===== src/rtl/vga_timing_gen_pkg.sv =====
// Shared raster timing constants and types for vga_timing_gen and the
// downstream colour stage. Default geometry is 640x480@60 with a /4 pixel
// clock-enable and active-low syncs.
package vga_timing_pkg;

  localparam int unsigned COORD_W     = 10;
  localparam int unsigned COORD_LIMIT = 1024;
  localparam int unsigned FRAME_CNT_W = 16;

  localparam int unsigned DEF_H_ACTIVE = 640;
  localparam int unsigned DEF_H_FP     = 16;
  localparam int unsigned DEF_H_SYNC   = 96;
  localparam int unsigned DEF_H_BP     = 48;
  localparam int unsigned DEF_H_TOTAL  = DEF_H_ACTIVE + DEF_H_FP + DEF_H_SYNC + DEF_H_BP;

  localparam int unsigned DEF_V_ACTIVE = 480;
  localparam int unsigned DEF_V_FP     = 10;
  localparam int unsigned DEF_V_SYNC   = 2;
  localparam int unsigned DEF_V_BP     = 33;
  localparam int unsigned DEF_V_TOTAL  = DEF_V_ACTIVE + DEF_V_FP + DEF_V_SYNC + DEF_V_BP;

  localparam int unsigned DEF_CLK_DIV  = 4;
  localparam bit          DEF_SYNC_POL = 1'b0;

  typedef logic [COORD_W-1:0] coord_t;

  // Registered per-pixel payload presented to the colour stage.
  typedef struct packed {
    logic   ce;
    coord_t x;
    coord_t y;
    logic   valid;
    logic   hsync;
    logic   vsync;
    logic   line_start;
    logic   frame_start;
  } pix_timing_t;

  // Sync level for a counter that is / is not inside its sync window.
  function automatic logic sync_level(input logic in_window, input logic pol);
    return in_window ? pol : ~pol;
  endfunction

endpackage


===== src/rtl/vga_timing_gen_if.sv =====
// Raster timing bus from vga_timing_gen (master) to the colour stage (slave).
// FRAME_CNT exists only when VGA_TIMING_FRAME_CNT_EN is defined.
interface vga_timing_if;
  import vga_timing_pkg::*;

  logic   PIX_CE;
  coord_t PIX_X;
  coord_t PIX_Y;
  logic   PIX_VALID;
  logic   VGA_HSYNC;
  logic   VGA_VSYNC;
  logic   LINE_START;
  logic   FRAME_START;
`ifdef VGA_TIMING_FRAME_CNT_EN
  logic [FRAME_CNT_W-1:0] FRAME_CNT;
`endif

  modport master (
    output PIX_CE, output PIX_X, output PIX_Y, output PIX_VALID,
    output VGA_HSYNC, output VGA_VSYNC, output LINE_START, output FRAME_START
`ifdef VGA_TIMING_FRAME_CNT_EN
    , output FRAME_CNT
`endif
  );

  modport slave (
    input PIX_CE, input PIX_X, input PIX_Y, input PIX_VALID,
    input VGA_HSYNC, input VGA_VSYNC, input LINE_START, input FRAME_START
`ifdef VGA_TIMING_FRAME_CNT_EN
    , input FRAME_CNT
`endif
  );

endinterface


===== src/rtl/vga_timing_gen_clk_en_div.sv =====
// Pixel clock-enable divider: CE is high for one CLK out of every DIV.
// Ports: CLK (clock), RST (sync active-high reset), CE (registered enable).
// CE is a registered look-ahead of the count, so it is high exactly in the
// cycle where the count sits at DIV-1; the first CE after reset therefore
// falls on the DIV-th edge that samples RST low.
module clk_en_div #(
  parameter int unsigned DIV = 4
) (
  input  logic CLK,
  input  logic RST,
  output logic CE
);

  localparam int unsigned CNT_W = (DIV > 1) ? $clog2(DIV) : 1;

  if (DIV < 1) begin : g_bad_div
    $error("clk_en_div: DIV must be >= 1");
  end

  logic [CNT_W-1:0] div_q, div_d;
  logic             ce_q, ce_d;

  // Next count and whether that count is the terminal one.
  always_comb begin
    div_d = (div_q == CNT_W'(DIV - 1)) ? '0 : div_q + CNT_W'(1);
    ce_d  = (div_d == CNT_W'(DIV - 1));
  end

  always_ff @(posedge CLK) begin
    if (RST) begin
      div_q <= '0;
      ce_q  <= 1'(DIV == 1);
    end else begin
      div_q <= div_d;
      ce_q  <= ce_d;
    end
  end

  assign CE = ce_q;

endmodule


===== src/rtl/vga_timing_gen.sv =====
// Raster timing generator: horizontal/vertical counters stepped by a pixel
// clock-enable, driving syncs, coordinates, active-video and line/frame
// strobes for the colour stage.
// Ports: CLK, RST (sync active-high), vga (vga_timing_if.master).
// Optional: define VGA_TIMING_FRAME_CNT_EN to add the 16-bit FRAME_CNT output.
module vga_timing_gen
  import vga_timing_pkg::*;
#(
  parameter int unsigned H_ACTIVE = DEF_H_ACTIVE,
  parameter int unsigned H_FP     = DEF_H_FP,
  parameter int unsigned H_SYNC   = DEF_H_SYNC,
  parameter int unsigned H_BP     = DEF_H_BP,
  parameter int unsigned V_ACTIVE = DEF_V_ACTIVE,
  parameter int unsigned V_FP     = DEF_V_FP,
  parameter int unsigned V_SYNC   = DEF_V_SYNC,
  parameter int unsigned V_BP     = DEF_V_BP,
  parameter int unsigned CLK_DIV  = DEF_CLK_DIV,
  parameter bit          SYNC_POL = DEF_SYNC_POL
) (
  input  logic         CLK,
  input  logic         RST,
  vga_timing_if.master vga
);

  localparam int unsigned H_TOTAL = H_ACTIVE + H_FP + H_SYNC + H_BP;
  localparam int unsigned V_TOTAL = V_ACTIVE + V_FP + V_SYNC + V_BP;
  localparam int unsigned HS_BEG  = H_ACTIVE + H_FP;
  localparam int unsigned HS_END  = HS_BEG + H_SYNC - 1;
  localparam int unsigned VS_BEG  = V_ACTIVE + V_FP;
  localparam int unsigned VS_END  = VS_BEG + V_SYNC - 1;

  if (H_TOTAL > COORD_LIMIT || V_TOTAL > COORD_LIMIT) begin : g_bad_total
    $error("vga_timing_gen: H_TOTAL or V_TOTAL exceeds the 10-bit counter range");
  end

  logic        ce;
  coord_t      h_q, h_d, v_q, v_d;
  logic        h_wrap, v_wrap;
  pix_timing_t out_q, out_d;

  clk_en_div #(.DIV(CLK_DIV)) u_clk_en_div (
    .CLK (CLK),
    .RST (RST),
    .CE  (ce)
  );

  // Raster position; reset parks it on the last pixel so the first advance lands on (0,0).
  always_comb begin
    h_wrap = (h_q == COORD_W'(H_TOTAL - 1));
    v_wrap = (v_q == COORD_W'(V_TOTAL - 1));
    h_d    = h_q;
    v_d    = v_q;
    if (ce) begin
      h_d = h_wrap ? '0 : h_q + COORD_W'(1);
      if (h_wrap) begin
        v_d = v_wrap ? '0 : v_q + COORD_W'(1);
      end
    end
  end

  // Output payload describes the new position; strobes last one cycle.
  always_comb begin
    out_d             = out_q;
    out_d.ce          = 1'b0;
    out_d.line_start  = 1'b0;
    out_d.frame_start = 1'b0;
    if (ce) begin
      out_d.ce          = 1'b1;
      out_d.x           = h_d;
      out_d.y           = v_d;
      out_d.valid       = (h_d < COORD_W'(H_ACTIVE)) && (v_d < COORD_W'(V_ACTIVE));
      out_d.hsync       = sync_level((h_d >= COORD_W'(HS_BEG)) && (h_d <= COORD_W'(HS_END)), SYNC_POL);
      // v only moves on the h wrap, so VSYNC edges line up with h=0.
      out_d.vsync       = sync_level((v_d >= COORD_W'(VS_BEG)) && (v_d <= COORD_W'(VS_END)), SYNC_POL);
      out_d.line_start  = (h_d == '0);
      out_d.frame_start = (h_d == '0) && (v_d == '0);
    end
  end

  always_ff @(posedge CLK) begin
    if (RST) begin
      h_q   <= COORD_W'(H_TOTAL - 1);
      v_q   <= COORD_W'(V_TOTAL - 1);
      out_q <= '{ce: 1'b0, x: '0, y: '0, valid: 1'b0, hsync: ~SYNC_POL,
                 vsync: ~SYNC_POL, line_start: 1'b0, frame_start: 1'b0};
    end else begin
      h_q   <= h_d;
      v_q   <= v_d;
      out_q <= out_d;
    end
  end

  assign vga.PIX_CE      = out_q.ce;
  assign vga.PIX_X       = out_q.x;
  assign vga.PIX_Y       = out_q.y;
  assign vga.PIX_VALID   = out_q.valid;
  assign vga.VGA_HSYNC   = out_q.hsync;
  assign vga.VGA_VSYNC   = out_q.vsync;
  assign vga.LINE_START  = out_q.line_start;
  assign vga.FRAME_START = out_q.frame_start;

`ifdef VGA_TIMING_FRAME_CNT_EN
  // Counts frames started since reset: 0 during the first frame, wraps at 16 bits.
  logic [FRAME_CNT_W-1:0] fcnt_q, fcnt_d;
  logic                   seen_q, seen_d;

  always_comb begin
    fcnt_d = fcnt_q;
    seen_d = seen_q;
    if (out_d.frame_start) begin
      seen_d = 1'b1;
      if (seen_q) begin
        fcnt_d = fcnt_q + FRAME_CNT_W'(1);
      end
    end
  end

  always_ff @(posedge CLK) begin
    if (RST) begin
      fcnt_q <= '0;
      seen_q <= 1'b0;
    end else begin
      fcnt_q <= fcnt_d;
      seen_q <= seen_d;
    end
  end

  assign vga.FRAME_CNT = fcnt_q;
`endif

endmodule

===== src/flat_wrapper.sv =====
// flat-port wrapper written by rule: the top's interface ports become plain ports
module vga_timing_gen_flat import vga_timing_pkg::*;
#(
  parameter int unsigned H_ACTIVE = DEF_H_ACTIVE,
  parameter int unsigned H_FP     = DEF_H_FP,
  parameter int unsigned H_SYNC   = DEF_H_SYNC,
  parameter int unsigned H_BP     = DEF_H_BP,
  parameter int unsigned V_ACTIVE = DEF_V_ACTIVE,
  parameter int unsigned V_FP     = DEF_V_FP,
  parameter int unsigned V_SYNC   = DEF_V_SYNC,
  parameter int unsigned V_BP     = DEF_V_BP,
  parameter int unsigned CLK_DIV  = DEF_CLK_DIV,
  parameter bit          SYNC_POL = DEF_SYNC_POL
)
  (CLK, RST, vga_PIX_CE, vga_PIX_X, vga_PIX_Y, vga_PIX_VALID, vga_VGA_HSYNC, vga_VGA_VSYNC, vga_LINE_START, vga_FRAME_START);
  vga_timing_if vga_i ();
  input  logic CLK;
  input  logic RST;
  output wire logic [$bits(vga_i.PIX_CE)-1:0] vga_PIX_CE;
  output wire logic [$bits(vga_i.PIX_X)-1:0] vga_PIX_X;
  output wire logic [$bits(vga_i.PIX_Y)-1:0] vga_PIX_Y;
  output wire logic [$bits(vga_i.PIX_VALID)-1:0] vga_PIX_VALID;
  output wire logic [$bits(vga_i.VGA_HSYNC)-1:0] vga_VGA_HSYNC;
  output wire logic [$bits(vga_i.VGA_VSYNC)-1:0] vga_VGA_VSYNC;
  output wire logic [$bits(vga_i.LINE_START)-1:0] vga_LINE_START;
  output wire logic [$bits(vga_i.FRAME_START)-1:0] vga_FRAME_START;
  assign vga_PIX_CE = vga_i.PIX_CE;
  assign vga_PIX_X = vga_i.PIX_X;
  assign vga_PIX_Y = vga_i.PIX_Y;
  assign vga_PIX_VALID = vga_i.PIX_VALID;
  assign vga_VGA_HSYNC = vga_i.VGA_HSYNC;
  assign vga_VGA_VSYNC = vga_i.VGA_VSYNC;
  assign vga_LINE_START = vga_i.LINE_START;
  assign vga_FRAME_START = vga_i.FRAME_START;
  vga_timing_gen #(.H_ACTIVE(H_ACTIVE), .H_FP(H_FP), .H_SYNC(H_SYNC), .H_BP(H_BP), .V_ACTIVE(V_ACTIVE), .V_FP(V_FP), .V_SYNC(V_SYNC), .V_BP(V_BP), .CLK_DIV(CLK_DIV), .SYNC_POL(SYNC_POL)) u_core (.CLK(CLK), .RST(RST), .vga(vga_i));
endmodule

===== config.mk =====
export PLATFORM = sky130hd
export DESIGN_NAME = vga_timing_gen_flat
export DESIGN_NICKNAME = d
export VERILOG_FILES = /design/src/rtl/vga_timing_gen_pkg.sv /design/src/rtl/vga_timing_gen_if.sv /design/src/rtl/vga_timing_gen_clk_en_div.sv /design/src/rtl/vga_timing_gen.sv /design/src/flat_wrapper.sv
export SDC_FILE = /design/constraint.sdc
export NUM_CORES = 1
export LEC_CHECK = 0
export CORE_MARGIN = 4
export CORE_UTILIZATION = 53
export DETAILED_ROUTE_END_ITERATION = 16
export PLACE_DENSITY = 0.75
export SETUP_SLACK_MARGIN = 0.3
export SYNTH_ARGS = -nofsm -noshare
export SYNTH_HDL_FRONTEND = slang
export SYNTH_HIERARCHICAL = 1
export SYNTH_SLANG_ARGS = --single-unit

===== constraint.sdc =====
create_clock -name CLK -period 4.8 [get_ports CLK]
set_clock_uncertainty 0.2 [all_clocks]
set_input_delay 0.72 -clock CLK [delete_from_list [all_inputs] [get_ports CLK]]
set_output_delay 0.72 -clock CLK [all_outputs]
set_load 0.05 [all_outputs]

==> metrics.txt, run 1 <==
height of the die=a little under 80 µm; Mapped Area=about 2700 µm²; slowest cell on the critical path=or4_4; Worst EP required=a little under 5 ns; CTS root buf=clkbuf_8; full die area=between 6000 and 7000 µm²; cell count along the critical path=7; Syn Nets=324; Seq/Total Area, Yosys=0.3648; CTS Hold Bufs=0; LEAKAGE=approximately 1.1 nW; crit path max fanout=14; Crit Path Class=flip-flop to flip-flop; Cells after DPL=approximately 390; Iter 0 DRT Violations=between 200 and 300; Synthesis Warnings=6; CP delay by family, top=simple AND/OR/NAND/NOR gates; Pint=~670 µW; final worst path period share=0.6578; Die W=between 70 and 80 µm; Buffers & Inverters on Critical Path=0; Worst Max-Slew Pin Slew=approximately 0.84 ns; # Max-Cap Violations=0; clock share of power=0.314; PostCTS Resize Cnt=0; total wire length=~6.8 mm; DP Area=2959 µm²; Reg power frac=0.460; worst hold-check path type=flip-flop to flip-flop; RSZ-0062 raised after global routing=false; pwr dens=approximately 320 nW/µm²; Max Root-Sink Buffers=2; largest net degree at the start of global routing=48; layout cells sized above 1=0.08735; vias per cell=slightly above 6; WHS=~0.27 ns; Worst Setup Slack, final=approximately 1.6 ns; register bit total from synthesis=49; number of global-route vias before repair=2,311; antenna cells=0; CTS tree=built; Combinational Power Share=0.226; Netlist cell types=68; dpl ws=1.689 ns; number of flops mapped to enable cells by yosys=0; Mapped Cells=between 300 and 400; initial antenna violation count=0; number of port buffers=27; R2R cell count=7; FP Rows=25; WHS Path Cells=2; crit path capture type=flip-flop; relative slew slack=0.4355; Synth Flop Type=dfxtp_1; clk_lat worst skew=approximately 0.31 ns; CTS clock-pin slew for the worst setup and hold paths=0.09 ns; design area=3079 µm²; ANT nets after route=0; fin nets=338; slowest stage delay, CP=between 0.5 and 0.6 ns; Pins Over Slew Limit=0; HPWL reported at the end of detailed placement=4.639 mm; Core Region=just under 5000 µm²; crit-path cells=ha_1, nand4_2, nor4_4, and4_1, nor2_1, or4_4, a41o_1; Net Sw Frac=0.3201; syn avg cell area=between 8 and 9 µm²; 1st-pass router iterations=7; CTS buffer count=5; GP Congestion=between 0.9 and 1; Residual DRC=0; P_sw=317.5 µW; P&R area growth vs syn=14.52%; Peak VDD IR=about 0.19 mV; Power Total=around 990 µW; final global-route overflow total=0; CTS H-tree lvls=2; Worst setup SP type=flip-flop; DR WL/cell=approximately 17 µm; fin crit period=between 3 and 4 ns; ys async rst share=0; setup bufs post-CTS=0; Fmax=between 300 and 400 MHz; I/O pins=28; DR vias=2,456; GRT Overall Usage=0.2239; Post-Layout Cell Count=399; Fin. Hold Viols=0; # clock sinks=between 40 and 50; crit path DAT=3.17 ns; final setup TNS=0 ns; outcome=finished, final reports clean; Final Setup Violations=0; global-route wire length before repair=between 10 and 15 mm; Util after Layout=0.6392; initial core utilization=0.5582
==> path summary, 6_finish.rpt <==
path	startpoint	end	slack [ns]
hold / removal	u_core/vga.PIX_Y[9]$_SDFFE_PP0P_	u_core/vga.PIX_Y[9]$_SDFFE_PP0P_	0.27
setup reg to reg	u_core/h_q[0]$_SDFF_PP1_	u_core/vga.PIX_VALID$_SDFFE_PP0P_	1.64
hold reg to reg	u_core/vga.PIX_Y[9]$_SDFFE_PP0P_	u_core/vga.PIX_Y[9]$_SDFFE_PP0P_	0.27
setup / recovery	u_core/h_q[0]$_SDFF_PP1_	u_core/vga.PIX_VALID$_SDFFE_PP0P_	1.64
==> worst min-delay path: stages, from the launching register on <==
cell	delay (ns)
dfxtp_1	0.32
nand2_1	0.06
a21oi_1	0.05
==> layout make-up <==
type                       instances  area [µm²]
fill                             461        1738
multi-input combinational        237        1575
sequential                        49       980.9
timing repair buffer              29       285.3
tap                               67       83.83
clock buffer                       6       82.58
clock inverter                     2       37.54
inverter                           9       33.78
==> cells in the final DEF, fill, tap and decap left out, drive strengths merged, types with 3 or more instances in the layout <==
master,instances
nor2,40
inv,9
or2,5
nor3,10
nand4,13
o21ai,9
a21oi,21
nor3b,3
nor2b,6
nand2,17
clkbuf,6
a211oi,11
nand3,8
mux2i,4
and4,4
xnor2,10
nand3b,3
clkdlybuf4s50,27
and3,6
ha,5
nand2b,4
dfxtp,49
a31oi,3
nor4,8
xor2,7
==> kinds of logic after synthesis <==
| logic type | synth area share |
|---|---|
| compound gates | 0.1736 |
| simple gates | 0.3146 |
| buf+inv | 0.04933 |
| xor+xnor | 0.05537 |
| mux | 0.01908 |
| fa+ha+maj | 0.02327 |
| flops | 0.3648 |
==> power groups by stage <==
stage	combinational, mW	clock, mW	sequential, mW
floorplan	0.150	0	0.480
global placement	0.216	0	0.465
detailed placement	0.219	0	0.465
CTS	0.221	0.320	0.456
global route	0.241	0.335	0.461
finish	0.224	0.312	0.456
==> state kept, by name, indices dropped and copies added, names as in the netlist <==
signal	cells
u_core/vga.VGA_VSYNC	1
u_core/h_q	10
u_core/u_clk_en_div/div_q	2
u_core/vga.FRAME_START	1
u_core/v_q	10
u_core/vga.PIX_CE	1
u_core/vga.PIX_X	10
u_core/vga.PIX_VALID	1
u_core/vga.VGA_HSYNC	1
u_core/vga.LINE_START	1
u_core/vga.PIX_Y	10
u_core/u_clk_en_div/CE	1
==> cell usage after synthesis, drive strengths merged, types with 2 or more instances <==
library cell	count	area (µm²)
nor2b	6	37.54
inv	9	33.78
clkbuf	14	52.55
nand3b	3	35.03
or4	2	18.77
a41o	2	20.02
nor2	40	152.6
a211oi	11	82.58
or2	5	33.78
a2111oi	2	17.52
a31oi	3	18.77
nor3b	3	22.52
dfxtp	49	980.9
mux2i	4	40.04
nor4b	2	23.77
ha	5	62.56
xnor2	10	87.58
nand2b	4	25.02
nand4	13	93.84
nor4	8	86.33
and3	6	37.54
nand3	8	40.04
or3	2	12.51
and2	2	12.51
o21ai	9	45.04
xor2	7	61.31
a21o	2	15.01
and4	4	35.03
o21bai	2	15.01
a2bb2oi	2	17.52
nand4bb	2	22.52
nand2	17	63.81
nor3	10	55.05
a21oi	21	105.1
buf	8	46.30
o31ai	2	15.01
==> per-layer routing <==
metal	part of all wire	global-route usage	routed length, µm
met3	0.059	0.05442	403
met1	0.46	0.3009	3147
met2	0.46	0.3493	3097
met5	0	0	0
met4	0.020	0.07904	133
Note: power is estimated with default switching activity, not from simulation.
==> run 2: changes to the inputs <==
--- a/config.mk
+++ b/config.mk
@@ -6,9 +6,9 @@
 export NUM_CORES = 1
 export LEC_CHECK = 0
 export CORE_MARGIN = 4
-export CORE_UTILIZATION = 53
+export CORE_UTILIZATION = 51
 export DETAILED_ROUTE_END_ITERATION = 16
-export PLACE_DENSITY = 0.75
+export PLACE_DENSITY = 0.76
 export SETUP_SLACK_MARGIN = 0.3
 export SYNTH_ARGS = -nofsm -noshare
 export SYNTH_HDL_FRONTEND = slang
==> constraint.sdc (replaced) <==
create_clock -name CLK -period 2.7 [get_ports CLK]
set_clock_uncertainty 0.2 [all_clocks]
set_input_delay 0.405 -clock CLK [delete_from_list [all_inputs] [get_ports CLK]]
set_output_delay 0.405 -clock CLK [all_outputs]
set_load 0.05 [all_outputs]
==> run 2 against run 1 <==
  * Sequential share of layout area shrank 3.2 points
  * Clock-buffer cell count shrank 1
  * Final cell count grew 8.8%
  * Maximum frequency grew 30%
  * Hold slack lost 0.00079 ns
  * Sequential cell count is the same
  * Final area grew 14%
  * Worst setup slack lost 1.4 ns
  * Register-to-register slack lost 1.4 ns
  * Combinational power grew 130%
  * Critical path type unchanged
==> metrics.txt, run 2 (same netlist as run 1, synthesis figures left out) <==
Reg area=1008 µm² (was 980.9 µm²); Reg power frac=0.411 (was 0.460); clk_lat worst skew=0.31 ns (about the same); final setup TNS=0 ns (unchanged); LEAKAGE=1.249 nW (was 1.066 nW); commonest non-fill, non-tap cells in the layout=38 x nor2_1, 37 x dfxtp_1, 33 x buf_4, 27 x clkdlybuf4s50_1, 21 x a21oi_1 (was 49 x dfxtp_1, 39 x nor2_1, 27 x clkdlybuf4s50_1, 21 x a21oi_1, 17 x nand2_1); Worst EP required=2.74 ns (was 4.81 ns); design area=3518 µm² (was 3079 µm²); global-route wire length before repair=11.59 mm (was 11.13 mm); Peak VDD IR=0.4592 mV (was 0.1857 mV); vias per cell=6.037 (was 6.155); Die W=80.61 µm (was 79.23 µm); fin crit period=2.431 ns (was 3.158 ns); Worst R2R End=u_core/vga.FRAME_START$_SDFF_PP0_ (was u_core/vga.PIX_VALID$_SDFFE_PP0P_); Pint=1.317 mW (was 674.4 µW); number of port buffers=27 (unchanged); antenna cells=0 (unchanged); RSZ-0062 raised after global routing=true (was false); CTS Hold Bufs=0 (unchanged); CP endpoint=u_core/vga.FRAME_START$_SDFF_PP0_ (was u_core/vga.PIX_VALID$_SDFFE_PP0P_); CTS buffer count=5 (unchanged); P_sw=615.7 µW (was 317.5 µW); slowest cell on the critical path=nor4_2 (was or4_4); GP Congestion=0.8938 (was 0.9761); # clock sinks=49 (unchanged); crit-path cells=ha_4, buf_4, and4_2, a2111oi_4, a21oi_1, nor4_2, nand4_1, nor2_1 (was ha_1, nand4_2, nor4_4, and4_1, nor2_1, or4_4, a41o_1); DP Area=3143 µm² (was 2959 µm²); R2R Setup Slk=0.27 ns (was 1.64 ns); Crit Path Class=flip-flop to flip-flop (unchanged); P&R area growth vs syn=30.85% (was 14.52%); Util after Layout=0.6889 (was 0.6392); fin nets=370 (was 338); slowest stage delay, CP=0.42 ns (was 0.53 ns); ANT nets after route=0 (unchanged); Combinational Power Share=0.267 (was 0.226); CTS H-tree lvls=2 (unchanged); clock share of power=0.322 (was 0.314); Iter 0 DRT Violations=304 (was 255); height of the die=80.61 µm (was 79.23 µm); HPWL reported at the end of detailed placement=5.040 mm (was 4.639 mm); Reg-to-Reg Start=u_core/h_q[1]$_SDFF_PP1_ (was u_core/h_q[0]$_SDFF_PP1_); Fmax=411.3 MHz (was 316.7 MHz); DR vias=2,620 (was 2,456); crit path DAT=2.48 ns (was 3.17 ns); Worst Max-Slew Pin Slew=0.5781 ns (was 0.8397 ns); Max Root-Sink Buffers=2 (unchanged); initial core utilization=0.5265 (was 0.5582); largest net degree at the start of global routing=35 (was 48); crit path max fanout=13 (was 14); final worst path period share=0.9004 (was 0.6578); I/O pins=28 (unchanged); FP Rows=26 (was 25); Fin. Hold Viols=0 (unchanged); most common cell after layout, fill and taps aside=nor2_1 (was dfxtp_1); area occupied by multi-input gates=1717 µm² (was 1575 µm²); full die area=6498 µm² (was 6277 µm²); number of global-route vias before repair=2,405 (was 2,311); Worst setup SP type=flip-flop (unchanged); final global-route overflow total=0 (unchanged); DR WL/cell=17.87 µm (was 16.99 µm); Fillers=410 (was 461); Net Sw Frac=0.3186 (was 0.3201); CTS root buf=clkbuf_8 (unchanged); Pins Over Slew Limit=0 (unchanged); total wire length=7.754 mm (was 6.781 mm); Core Region=5107 µm² (was 4817 µm²); pwr dens=549.3 nW/µm² (was 322.2 nW/µm²); initial antenna violation count=0 (unchanged); Final Setup Violations=0 (unchanged); Critical Path Source=u_core/h_q[1]$_SDFF_PP1_ (was u_core/h_q[0]$_SDFF_PP1_); CTS tree=built (unchanged); CTS clock-pin slew for the worst setup and hold paths=0.09 ns (about the same); R2R cell count=8 (was 7); WHS=0.2674 ns (was 0.2682 ns); layout cells sized above 1=0.2418 (was 0.08735); GRT Overall Usage=0.2308 (was 0.2239); Residual DRC=0 (unchanged); 1st-pass router iterations=4 (was 7); crit path capture type=flip-flop (unchanged); worst hold-check path type=flip-flop to flip-flop (unchanged); relative slew slack=0.6046 (was 0.4355); outcome=finished, final reports clean (unchanged); # Max-Cap Violations=0 (unchanged)
[run 2: cell types whose count changed in the layout (fill, tap and decap cells not counted), sizes merged]
| cell | change |
|---|---|
| clkbuf | -1 |
| clkinv | +1 |
| bufinv | +1 |
| buf | +32 |
| clkinvlp | -1 |
[run 2: worst min path at each step]
stage,start,to,slack (ns),cells after the start
after global routing,u_core/u_clk_en_div/div_q[0]$_SDFF_PP0_,u_core/u_clk_en_div/div_q[0]$_SDFF_PP0_,0.29,1
after global placement,u_core/u_clk_en_div/div_q[0]$_SDFF_PP0_,u_core/u_clk_en_div/div_q[0]$_SDFF_PP0_,0.25,1
after detailed placement,u_core/vga.PIX_X[0]$_SDFFE_PP0P_,u_core/vga.PIX_X[0]$_SDFFE_PP0P_,0.25,2
final,u_core/vga.PIX_X[0]$_SDFFE_PP0P_,u_core/vga.PIX_X[0]$_SDFFE_PP0P_,0.27,2
after floorplan,u_core/u_clk_en_div/div_q[0]$_SDFF_PP0_,u_core/u_clk_en_div/div_q[0]$_SDFF_PP0_,0.23,1
after CTS,u_core/vga.PIX_X[0]$_SDFFE_PP0P_,u_core/vga.PIX_X[0]$_SDFFE_PP0P_,0.27,2
[run 2: layer usage]
metal | vias up | GRT usage | wire length (µm)
li1 | 1252 | - | -
met1 | 1254 | 0.2913 | 3219
met2 | 90 | 0.3907 | 3850
met3 | 24 | 0.03700 | 452
met4 | 0 | 0.09122 | 231
met5 | - | 0 | 0
[run 2: timing repair]
item,4_1_cts,5_1_grt
gates resized for setup,23,19
endpoints found under the setup margin,8,8
pin swaps,7,6
buffers inserted,2,9
endpoints found under the hold margin,0,0
[run 2: stage by stage]
step / total power, mW / worst slack (ns) / instances
after global placement: 1.254 / 0.1538 / 415
after CTS: 1.897 / 0.3149 / 425
after floorplan: 1.129 / 0.3115 / 317
final: 1.933 / 0.2688 / 434
after global routing: 2.009 / 0.1393 / 434
after detailed placement: 1.258 / 0.1032 / 415
[run 2: power by group through the flow]
stage | logic (mW) | registers [mW] | clock network (mW)
global placement | 0.446 | 0.808 | 0
global route | 0.552 | 0.800 | 0.657
CTS | 0.474 | 0.795 | 0.628
finish | 0.515 | 0.795 | 0.623
floorplan | 0.274 | 0.855 | 0
detailed placement | 0.448 | 0.810 | 0
[run 2: layout make-up]
type | count | area share
Inverter | 9 | 0.009602
Timing Repair Buffer | 61 | 0.1529
Tap cell | 70 | 0.02489
Multi-Input combinational cell | 237 | 0.4879
Clock inverter | 3 | 0.01849
Clock buffer | 5 | 0.01956
Sequential cell | 49 | 0.2866
[run 2: worst max-delay path, delay by kind of cell (launching register included)]
family	cells	cell delay, ns
adder cells (fa/ha/maj)	1	0.17
AND/OR/NAND/NOR	4	1.03
AO/OA/AOI/OAI	2	0.41
buffers and inverters	1	0.19
flip-flops	1	0.35
